## config.mk

```make
export PLATFORM = sky130hd
export DESIGN_NAME = rotary_knob_decoder_flat
export DESIGN_NICKNAME = d
export VERILOG_FILES = /design/src/rtl/rotary_knob_decoder_if.sv /design/src/rtl/rotary_knob_decoder.sv /design/src/flat_wrapper.sv
export SDC_FILE = /design/constraint.sdc
export NUM_CORES = 1
export LEC_CHECK = 0
export CAP_MARGIN = 30
export CORE_UTILIZATION = 57
export CTS_CLUSTER_DIAMETER = 60
export DETAILED_ROUTE_END_ITERATION = 10
export PLACE_DENSITY = 0.73
export SETUP_SLACK_MARGIN = 0.5
export SYNTH_ARGS = -nofsm -noshare
export SYNTH_HDL_FRONTEND = slang
export SYNTH_SLANG_ARGS = --single-unit
```

## constraint.sdc

```tcl
create_clock -name clk -period 1.95 [get_ports clk]
set_input_delay 0.39 -clock clk [delete_from_list [all_inputs] [get_ports clk]]
set_output_delay 0.39 -clock clk [all_outputs]
set_load 0.1 [all_outputs]
```

## src/rtl/rotary_knob_decoder_if.sv

```systemverilog
// Pin and detent-output bundle between the encoder front end and its consumers.
// ROTARY_POS_COUNT_EN adds the signed detent position to the bundle.
interface rotary_knob_decoder_if;
    logic       ROT_A;
    logic       ROT_B;
    logic       rotation_event;
    logic       rotation_left;
    logic       event_pulse;
`ifdef ROTARY_POS_COUNT_EN
    logic [7:0] position;

    modport master (
        output ROT_A, ROT_B,
        input  rotation_event, rotation_left, event_pulse, position
    );

    modport slave (
        input  ROT_A, ROT_B,
        output rotation_event, rotation_left, event_pulse, position
    );
`else
    modport master (
        output ROT_A, ROT_B,
        input  rotation_event, rotation_left, event_pulse
    );

    modport slave (
        input  ROT_A, ROT_B,
        output rotation_event, rotation_left, event_pulse
    );
`endif
endinterface

```

## src/rtl/rotary_knob_decoder.sv

```systemverilog
// Synchronises, debounces and quadrature-decodes the rotary encoder pins into a detent level, pulse and direction.
// Optional feature macro: ROTARY_POS_COUNT_EN (adds an 8-bit signed detent position counter).
module rotary_knob_decoder #(
    parameter int DEBOUNCE_CYCLES = 16
) (
    input logic                  clk,
    input logic                  rst_n,
    rotary_knob_decoder_if.slave enc
);

    localparam logic [7:0] CNT_LAST = 8'(DEBOUNCE_CYCLES - 1);

    typedef enum logic {
        INIT,
        RUN
    } state_e;

    state_e          state_q, state_d;
    logic [2:0]      initCnt_q, initCnt_d;
    logic            inInit;

    // Bit 1 carries pin A, bit 0 carries pin B throughout the datapath.
    logic [1:0]      meta_q, meta_d;
    logic [1:0]      sync_q, sync_d;
    logic [1:0]      filt_q, filt_d;
    logic [1:0][7:0] cnt_q, cnt_d;
    logic            q1_q, q1_d;
    logic            q2_q, q2_d;
    logic            q1Prev_q, q1Prev_d;
    logic            pulse_q, pulse_d;
    logic            left_q, left_d;
    logic            detent;
    logic            fA, fB;
`ifdef ROTARY_POS_COUNT_EN
    logic [7:0]      pos_q, pos_d;
`endif

    always_ff @(posedge clk or negedge rst_n) begin
        if (!rst_n) begin
            state_q   <= INIT;
            initCnt_q <= '0;
        end else begin
            state_q   <= state_d;
            initCnt_q <= initCnt_d;
        end
    end

    // INIT lasts four cycles so the pins reach the filters before detents are reported.
    always_comb begin
        state_d   = state_q;
        initCnt_d = initCnt_q;
        case (state_q)
            INIT: begin
                initCnt_d = initCnt_q + 3'd1;
                if (initCnt_q == 3'd3) begin
                    state_d = RUN;
                end
            end
            RUN:     state_d = RUN;
            default: state_d = INIT;
        endcase
    end

    always_comb begin
        inInit = (state_q == INIT);
    end

    always_comb begin
        meta_d = {enc.ROT_A, enc.ROT_B};
        sync_d = meta_q;
        filt_d = filt_q;
        cnt_d  = cnt_q;
        for (int i = 0; i < 2; i++) begin
            if (inInit) begin
                filt_d[i] = sync_q[i];
                cnt_d[i]  = '0;
            end else if (sync_q[i] == filt_q[i]) begin
                cnt_d[i]  = '0;
            end else if (cnt_q[i] == CNT_LAST) begin
                filt_d[i] = sync_q[i];
                cnt_d[i]  = '0;
            end else begin
                cnt_d[i]  = cnt_q[i] + 8'd1;
            end
        end

        fA   = filt_q[1];
        fB   = filt_q[0];
        q1_d = q1_q;
        q2_d = q2_q;
        if (fA && fB) begin
            q1_d = 1'b1;
        end else if (!fA && !fB) begin
            q1_d = 1'b0;
        end
        if (!fA && fB) begin
            q2_d = 1'b1;
        end else if (fA && !fB) begin
            q2_d = 1'b0;
        end

        // During INIT the edge reference follows q1 so pins resting at 11 are not seen as a rising detent.
        detent   = q1_q && !q1Prev_q && !inInit;
        q1Prev_d = inInit ? q1_d : q1_q;
        pulse_d  = detent;
        left_d   = detent ? q2_q : left_q;
`ifdef ROTARY_POS_COUNT_EN
        pos_d = pos_q;
        if (detent) begin
            pos_d = q2_q ? (pos_q - 8'd1) : (pos_q + 8'd1);
        end
`endif
    end

    always_ff @(posedge clk or negedge rst_n) begin
        if (!rst_n) begin
            meta_q   <= '0;
            sync_q   <= '0;
            filt_q   <= '0;
            cnt_q    <= '0;
            q1_q     <= 1'b0;
            q2_q     <= 1'b0;
            q1Prev_q <= 1'b0;
            pulse_q  <= 1'b0;
            left_q   <= 1'b0;
`ifdef ROTARY_POS_COUNT_EN
            pos_q    <= '0;
`endif
        end else begin
            meta_q   <= meta_d;
            sync_q   <= sync_d;
            filt_q   <= filt_d;
            cnt_q    <= cnt_d;
            q1_q     <= q1_d;
            q2_q     <= q2_d;
            q1Prev_q <= q1Prev_d;
            pulse_q  <= pulse_d;
            left_q   <= left_d;
`ifdef ROTARY_POS_COUNT_EN
            pos_q    <= pos_d;
`endif
        end
    end

    assign enc.rotation_event = q1_q;
    assign enc.rotation_left  = left_q;
    assign enc.event_pulse    = pulse_q;
`ifdef ROTARY_POS_COUNT_EN
    assign enc.position       = pos_q;
`endif

endmodule
```

## src/flat_wrapper.sv

```systemverilog
// flat-port wrapper written by rule: the top's interface ports become plain ports
module rotary_knob_decoder_flat 
#(
    parameter int DEBOUNCE_CYCLES = 16
)
  (clk, rst_n, enc_ROT_A, enc_ROT_B, enc_rotation_event, enc_rotation_left, enc_event_pulse);
  rotary_knob_decoder_if enc_i ();
  input logic clk;
  input logic rst_n;
  input wire logic [$bits(enc_i.ROT_A)-1:0] enc_ROT_A;
  input wire logic [$bits(enc_i.ROT_B)-1:0] enc_ROT_B;
  output wire logic [$bits(enc_i.rotation_event)-1:0] enc_rotation_event;
  output wire logic [$bits(enc_i.rotation_left)-1:0] enc_rotation_left;
  output wire logic [$bits(enc_i.event_pulse)-1:0] enc_event_pulse;
  assign enc_i.ROT_A = enc_ROT_A;
  assign enc_i.ROT_B = enc_ROT_B;
  assign enc_rotation_event = enc_i.rotation_event;
  assign enc_rotation_left = enc_i.rotation_left;
  assign enc_event_pulse = enc_i.event_pulse;
  rotary_knob_decoder #(.DEBOUNCE_CYCLES(DEBOUNCE_CYCLES)) u_core (.clk(clk), .rst_n(rst_n), .enc(enc_i));
endmodule
```

==> results of run 1 <==
==> repair_timing <==
item                       in CTS  in global routing
pin swaps                       3                  4
buffers inserted                5                  5
gates cloned                    0                  0
setup endpoints to repair       4                  9
resized for setup               4                 13
==> critical path, delay by kind of cell (launching register included) <==
kind / cells / cell delay (ns)
compound gates: 1 / 0.15
flops: 1 / 0.40
mux: 1 / 0.32
simple gates: 1 / 0.56
==> stage by stage <==
step	hold slack (ns)	total power, mW
after global placement	0.332	0.938
final	0.346	1.34
after floorplan	0.0944	0.883
after CTS	0.353	1.32
after detailed placement	0.335	0.943
after global routing	0.361	1.41
==> sequential cells by signal (all words and copies together) (netlist names) <==
register / count
u_core.q2_q: 1
u_core.meta_q: 2
u_core.q1Prev_q: 1
u_core.state_q: 1
u_core.enc.rotation_left: 1
u_core.sync_q: 2
u_core.initCnt_q: 3
u_core.filt_q: 2
u_core.cnt_q: 16
u_core.enc.event_pulse: 1
u_core.enc.rotation_event: 1
==> cells by family after synthesis <==
| family | count (synthesis) | synth area share [%] |
|---|---|---|
| compound gates | 22 | 9.71 |
| simple gates | 39 | 16.4 |
| fa+ha+maj | 7 | 6.41 |
| buf+inv | 9 | 2.56 |
| mux | 6 | 4.94 |
| xor+xnor | 5 | 3.21 |
| flops | 31 | 56.8 |
==> layer usage <==
metal  wire, µm  global-route usage (%)  part of all wire [%]
met5          0                       0                     0
met4         47                    14.4                   1.9
met3        129                    9.23                   5.3
met2       1260                    35.1                    51
met1       1020                    24.4                    42
==> synthesized netlist by cell type, types with 2 or more instances <==
cell type,number,area (µm²)
nand3b_1,2,15.0
o21ai_0,7,35.0
nand2b_1,2,12.5
or4_4,2,22.5
nand4b_1,2,17.5
a21oi_1,6,30.0
nand3_1,4,20.0
xor2_1,2,17.5
or3_1,6,37.5
xnor2_1,3,26.3
nor3_1,2,10.0
dfrtp_1,31,776
nor2_1,4,15.0
o211ai_1,2,15.0
a31oi_1,2,12.5
o21ai_2,2,17.5
inv_1,8,30.0
mux2_2,4,45.0
mux2_1,2,22.5
nand4_1,2,12.5
and3_1,2,12.5
ha_1,7,87.6
a211oi_1,2,15.0
nand2_1,9,33.8
==> where the power goes <==
part | switching [mW] | leakage [nW] | total, mW | internal, mW
Combinational | 0.142 | 0.321 | 0.230 | 0.0878
Sequential | 0.0496 | 0.388 | 0.740 | 0.690
Clock | 0.207 | 0.0341 | 0.373 | 0.167
Total | 0.398 | 0.744 | 1.34 | 0.945
==> final cells by class <==
class / instances / area [µm²] / area share (%)
timing repair buffer: 17 / 139 / 8.37
sequential: 31 / 783 / 47.2
tap: 28 / 35.0 / 2.11
clock buffer: 6 / 51.3 / 3.09
inverter: 8 / 30.0 / 1.81
clock inverter: 1 / 5.00 / 0.302
multi-input combinational: 79 / 616 / 37.1
==> worst max-delay path by stage <==
stage	start	to	slack, ns	cells past startpoint
after detailed placement	u_core.cnt_q[13]	u_core.filt_q[1]	0.36	3
after global routing	u_core.cnt_q[15]	u_core.filt_q[1]	0.35	3
after global placement	u_core.cnt_q[5]	u_core.filt_q[0]	0.44	3
after CTS	u_core.cnt_q[13]	u_core.filt_q[1]	0.40	3
final	u_core.cnt_q[15]	u_core.filt_q[1]	0.40	3
after floorplan	u_core.cnt_q[5]	u_core.filt_q[0]	0.47	3
==> results, run 1 <==
- The total nets after synthesis is 130.
- The maximum buffer depth of the clock tree is 2.
- After floorplanning, the core was divided into 17 placement rows.
- The worst vdd rail ir drop is 0.843 mV.
- The tree built by TritonCTS fans out to 31 sinks.
- The hold violation total from the final report is 0.
- The launch point of the worst hold path is u_core.meta_q[0].
- The worst setup path is of the reg2reg kind.
- For the pin with the worst max-slew slack, the measured transition is 0.385 ns.
- The placement-stage cell area is 1460 µm².
- In this run the critical register-to-register path is captured at u_core.filt_q[1].
- The highest fanout seen on the critical path is 3.
- For this block, the initial DRC count from the detailed router was 19.
- Entering global routing, the biggest net connects 32 pins.
- The via count of the first global-routing pass is 959.
- In this run the worst hold path is classified as reg2reg.
- The headroom to the max-slew limit is between 70% and 80%.
- The number of cells on the worst reg-to-reg path is 3.
- In this run, placement finished with an instance count of 153.
- For this block, the via count after detailed routing is 994.
- The most used flip-flop cell after synthesis is dfrtp_1.
- Before CTS, the worst setup slack after placement is roughly 0.36 ns.
- Setup repair after global routing could not meet its margin everywhere.
- The first detailed-routing pass took 4 iterations.
- The internal reg-to-reg setup slack is 0.40 ns.
- The register bit total from synthesis is 31.
- The number of different library cells used by synthesis comes to 28.
- For this design, the slowest cell found on the critical path is or4_4.
- At the later pin of the worst-skew pair, clock insertion delay measures 0.33 ns.
- The slack of the critical path is 0.399 ns.
- For this design the static power due to leakage is 0.744 nW.
- The first global-routing pass estimated 4000 µm of wire.
- The count of buffers added on input and output ports is 6.
- The number of antenna violations at the first check in global routing was 0.
- The floorplan step set the die height to roughly 51 µm.
- The largest single stage delay on the critical path is between 0.5 and 0.6 ns.
- The die footprint is approximately 2600 µm².
- Once layout is complete, the utilization of the core stands at 74.3%.
- Subtracting the final worst setup slack from the clock period gives 1.55 ns.
- The cell area that synthesis handed to floorplanning was 1370 µm².
- Across the run, the number of max-cap violations was 0.
- The data arrival at the endpoint of the critical path is 1.76 ns.
- The die is around 51 µm wide.
- The area overhead of the layout relative to synthesis is 21.4%.
- The remaining routing DRC violations is 0.
- Traced cell by cell, the critical path runs through or4_4 > o21ai_4 > mux2_4.
- The worst setup path is launched from a flip-flop.
- The starting utilization of the core area is 61.2%.
- The final wirelength is 2460 µm.
- The path with the worst hold slack has its endpoint at u_core.sync_q[0].
- Yosys mapped a number of flops with a built-in enable equal to 0.
- After clock tree synthesis, the flow added hold-fix buffers numbering 0.
- Summed over all nets, the half-perimeter wirelength after detailed placement is 1480 µm.
- The area of the placeable core is 2230 µm².
- The number of nets in the final layout is between 150 and 200.
- Derived from the worst setup path, the maximum achievable clock frequency is about 640 MHz.
- Routability-driven placement finished with a final weighted congestion of 0.769.
- The routed wirelength normalized by instance count is 14.4 µm.
- The fill cell total of the finished layout is between 150 and 200.
- Counting flops with an async set or reset pin after synthesis yields a share of 100%.
- The count of nets left with antenna violations once routing finished came out at 0.
- STA classifies the critical path endpoint as a flip-flop.
- The critical path required time is 2.16 ns.
- In this run the critical register-to-register path is launched from u_core.cnt_q[15].
- The library cell used as clock root buffer is clkbuf_4.
- The cell area after layout is 1660 µm².
- Counting every instance in the synthesized netlist gives 119.
- Buffers inserted during clock tree synthesis total 5.
- The share of the Yosys chip area taken by registers is 56.8%.
- In the routed layout, each cell is associated on average with a via count of ~5.8.
- The count of pins on the block boundary is 7.
- The flow ran to the end, and the final reports show no timing, DRC or antenna violations.
- The synthesized area per cell is 11.5 µm².
- Of the cells placed in the final design, the portion with a size suffix greater than 1 is 30.3%.
- Between clock sinks in the finished design, the worst skew comes to 0.0177 ns.
- The number of setup violations in the final report is 0.
- Clock-pin slew was measured on the worst setup and hold paths at 0.10 ns.
- Across every metal layer, demand over resource in global routing totals 22.2%.
- In the final timing run, aggregate negative setup slack is 0 ns.
- Leaving out fill and tap cells, the most frequent cells in the layout are dfrtp_1, buf_4, nand2_1.
- Leaving out filler cells and counting taps, the final layout contains between 150 and 200.
- Counting instances, the worst hold path has a depth of 0.
- Power spread over the standard cell area amounts to 810 nW/µm².
- The H-tree was split into 2 levels.
- Summed over all layers, the global routing overflow is 0.
- During synthesis, Yosys emitted a total of 0 warnings.
- The final number of max-transition violations was 0.
- TritonCTS built the clock tree.
- In the finished design, the share of the clock period the worst path needs comes to 79.5%.
- The final antenna diode count is 0.
- Leaving out fill and tap cells, the most frequent cell in the layout is dfrtp_1.
Note: power is estimated with default switching activity, not from simulation.
==> run 2, diff against run 1 <==
==> constraint.sdc (replaced) <==
create_clock -name clk -period 1.52 [get_ports clk]
set_input_delay 0.304 -clock clk [delete_from_list [all_inputs] [get_ports clk]]
set_output_delay 0.304 -clock clk [all_outputs]
set_load 0.1 [all_outputs]
==> results, run 2 (synthesis gave the netlist of run 1 again) <==
- Once the floorplan was initialized, standard cells occupied between 60% and 70% of the core.
- The worst vdd rail ir drop is 0.882 mV.
- The analysis attributes to net switching a power of 0.601 mW.
- The via count of the first global-routing pass came to 1,106.
- The wire length of the first global-routing pass is between 4000 and 5000 µm.
- The run finished, with violations left.
- The final reports fail on setup timing.
- The estimated wirelength of the detail-placed design is 1680 µm.
- The deepest level of the CTS H-tree is 2.
- The total leakage power is 0.860 nW.
- STA classifies the critical path startpoint as a flip-flop.
- Summed over all layers, the routed wires come to about 3400 µm.
- The fill cell total of the finished layout is 91.
- The design internal power is 1.28 mW.
- The leading cell type in the layout, fill and taps excluded is dfrtp_1.
- The critical path class is reg2reg.
- Setup repair after global routing could not meet its margin everywhere.
- Timing would allow up to roughly 650 MHz.
- In the final layout, the share of cells above drive strength 1 is 53.4%.
- The CTS tree is done.
- The slack of the critical path is -0.0147 ns.
- The final number of max-transition violations is 0.
- The flip-flop count of the largest register, all copies and words added is 16.
- After the last flow step, the layout net total stands at around 170.
- The detail route stage leaves a number of antenna-violating nets equal to 0.
- At the worst endpoint, the arrival time is 1.75 ns.
- Counting every sink on the clock net gives 31.
- The area of the placeable core is 2230 µm².
- The maximum buffer depth of the clock tree is 2.
- The routed via count divided by cell count is 5.85.
- The slew at the pin with the worst max-slew slack is 0.388 ns.
- In this run the tool buffered the top-level ports with 6 buffer cells.
- The number of antenna violations at the first check in global routing is 0.
- For the worst setup path, the data required time is between 1.5 and 2 ns.
- The total iterations of the first detailed-routing run is 4.
- After routing, the total negative slack on setup checks comes to -0.0147 ns.
- Clock tree synthesis selected as its root buffer the cell clkbuf_4.
- The count of cells in the finished layout, fillers not included, comes to around 190.
- The instance count after placement with tap cells included is ~160.
- The routed wirelength normalized by instance count is 18.2 µm.
- The finished cells cover around 2000 µm².
- Counting flops per register, the top entry is u_core.cnt_q.
- TritonCTS created 5 clock buffers.
- In the layout the commonest cells are dfrtp_1, buf_4, buf_6.
- Summed over all layers, the global routing overflow is 0.
- The final critical path takes up 101% of the cycle.
- In the routed design, unresolved DRC markers number 0.
- In this run, the combinational gates consume 24.2% of the power.
- Clock skew on the completed layout was measured at 0.0137 ns.
- The pin count of the biggest net entering global routing is 32.
- The clock network power share is between 20% and 30%.
- Of the total power, the share spent switching nets is a little under a third.
- From synthesis to final layout, the design area changed by 47.3%.
- In the final layout, the registers with the most flip-flops are u_core.cnt_q: 16 flops, u_core.initCnt_q: 3 flops.
- The floorplan has 17 rows.
- The total power per unit cell area is 935 nW/µm².
- After clock tree synthesis, the clock-pin slew on the worst setup and hold paths is 0.10 ns.
- The worst pin sits at a relative slew slack of 74.2%.
- 7 I/O pins were placed.
- The worst setup path is captured at a flip-flop.
- The die boundary height is between 50 and 60 µm.
- The congestion estimate from routability-driven global placement came to ~0.76.
- Setup violations remaining at the end of the flow were counted as 1.
- Summing all placed instances gives a cell area of approximately 1600 µm².
- The highest fanout seen on the critical path is 3.
- The final antenna diode count is 0.
- The routed design could run at a clock period as short as 1.53 ns.
- The DRC violation total after the first TritonRoute iteration is 22.
- The floorplan step set the die width to 51.0 µm.
- Max-cap violations in this run came to 0.
- The hold violation total from the final report came to 0.
- The later pin in the worst-skew pair is clocked with a latency of 0.33 ns.
- The path category of the worst min-delay check is in2async.
- Per report_power, the sequential group accounts for 50.8% of the total.
- The die covers 2600 µm².
- Across all layers, the routed design uses ~1,100 vias.
- Global routing consumed, over all layers together, 26.7% of the routing resources.
- Cells fill between 90% and 100% of the core in the end.
run 2: cell types whose count changed in the layout (fill, tap and decap cells not counted), moves of 3 or more:
cell,delta
a21oi_1,-4
a21oi_2,+4
buf_12,+3
buf_4,+6
buf_6,+8
ha_1,-4
ha_4,+3
inv_1,-3
inv_2,+3
mux2_2,-4
mux2_4,+4
run 2: path summary, 6_finish.rpt:
kind                             startpoint                         to  slack, ns  cells after the start
setup / recovery            u_core.cnt_q[7]           u_core.filt_q[0]      -0.01                      3
hold / removal                        rst_n            u_core.cnt_q[0]       0.36                      2
setup reg to reg            u_core.cnt_q[7]           u_core.filt_q[0]      -0.01                      3
hold reg to reg            u_core.meta_q[1]           u_core.sync_q[1]       0.36                      0
max in group asynchronous             rst_n  u_core.enc.rotation_event       0.83                      2
min in group clk           u_core.meta_q[1]           u_core.sync_q[1]       0.36                      0
run 2: repair_timing:
item,in CTS,in global routing
gates cloned,0,0
gates resized for setup,25,23
pin swaps,15,8
endpoints found under the setup margin,26,26
setup buffers,19,3
hold buffers,0,0
run 2: area by class of cell:
type | count | area (µm²) | share of cell area (%)
Multi-Input combinational cell | 79 | 759 | 37.7
Sequential cell | 31 | 787 | 39.1
Inverter | 8 | 30.0 | 1.49
Tap cell | 28 | 35.0 | 1.74
Timing Repair Buffer | 35 | 344 | 17.1
Clock buffer | 5 | 37.5 | 1.86
Clock inverter | 3 | 20.0 | 0.994
run 2: per-stage QoR:
| stage | power, mW | worst slack, ns | hold slack, ns |
|---|---|---|---|
| after floorplan | 1.17 | 0.0402 | 0.00841 |
| after global placement | 1.29 | 0.0543 | 0.332 |
| after detailed placement | 1.30 | 0.0248 | 0.335 |
| after CTS | 1.83 | 0.00869 | 0.360 |
| after global routing | 1.96 | -0.0357 | 0.368 |
| final | 1.88 | -0.0147 | 0.359 |
run 2: critical path, cell delays in order (launching register included):
cell	delay [ns]
dfrtp_1	0.41
or4_4	0.56
o21ai_2	0.15
mux2_4	0.31
run 2: power groups by stage:
stage | Clock [mW] | Sequential (mW) | Combinational [mW]
floorplan | 0 | 1.06 | 0.105
global placement | 0 | 0.972 | 0.314
detailed placement | 0 | 0.976 | 0.325
CTS | 0.474 | 0.952 | 0.406
global route | 0.514 | 0.960 | 0.482
finish | 0.471 | 0.955 | 0.455
run 2: layer usage:
layer	GRT usage, %	share of wire (%)	up-vias	routed length, µm
met2	46.5	51	29	1740
li1	-	-	503	-
met5	0	0	-	0
met1	30.7	43	562	1470
met4	12.0	3.5	0	121
met3	6.55	3.0	12	103
==> run 3, diff against run 2 <==
--- a/config.mk
+++ b/config.mk
@@ -8,6 +8,7 @@
 export CAP_MARGIN = 30
 export CORE_UTILIZATION = 57
 export CTS_CLUSTER_DIAMETER = 60
+export CTS_CLUSTER_SIZE = 24
 export DETAILED_ROUTE_END_ITERATION = 10
 export PLACE_DENSITY = 0.73
 export SETUP_SLACK_MARGIN = 0.5
==> results of run 3 <==
The final DEF is identical to that of run 2; final timing and power are the same.
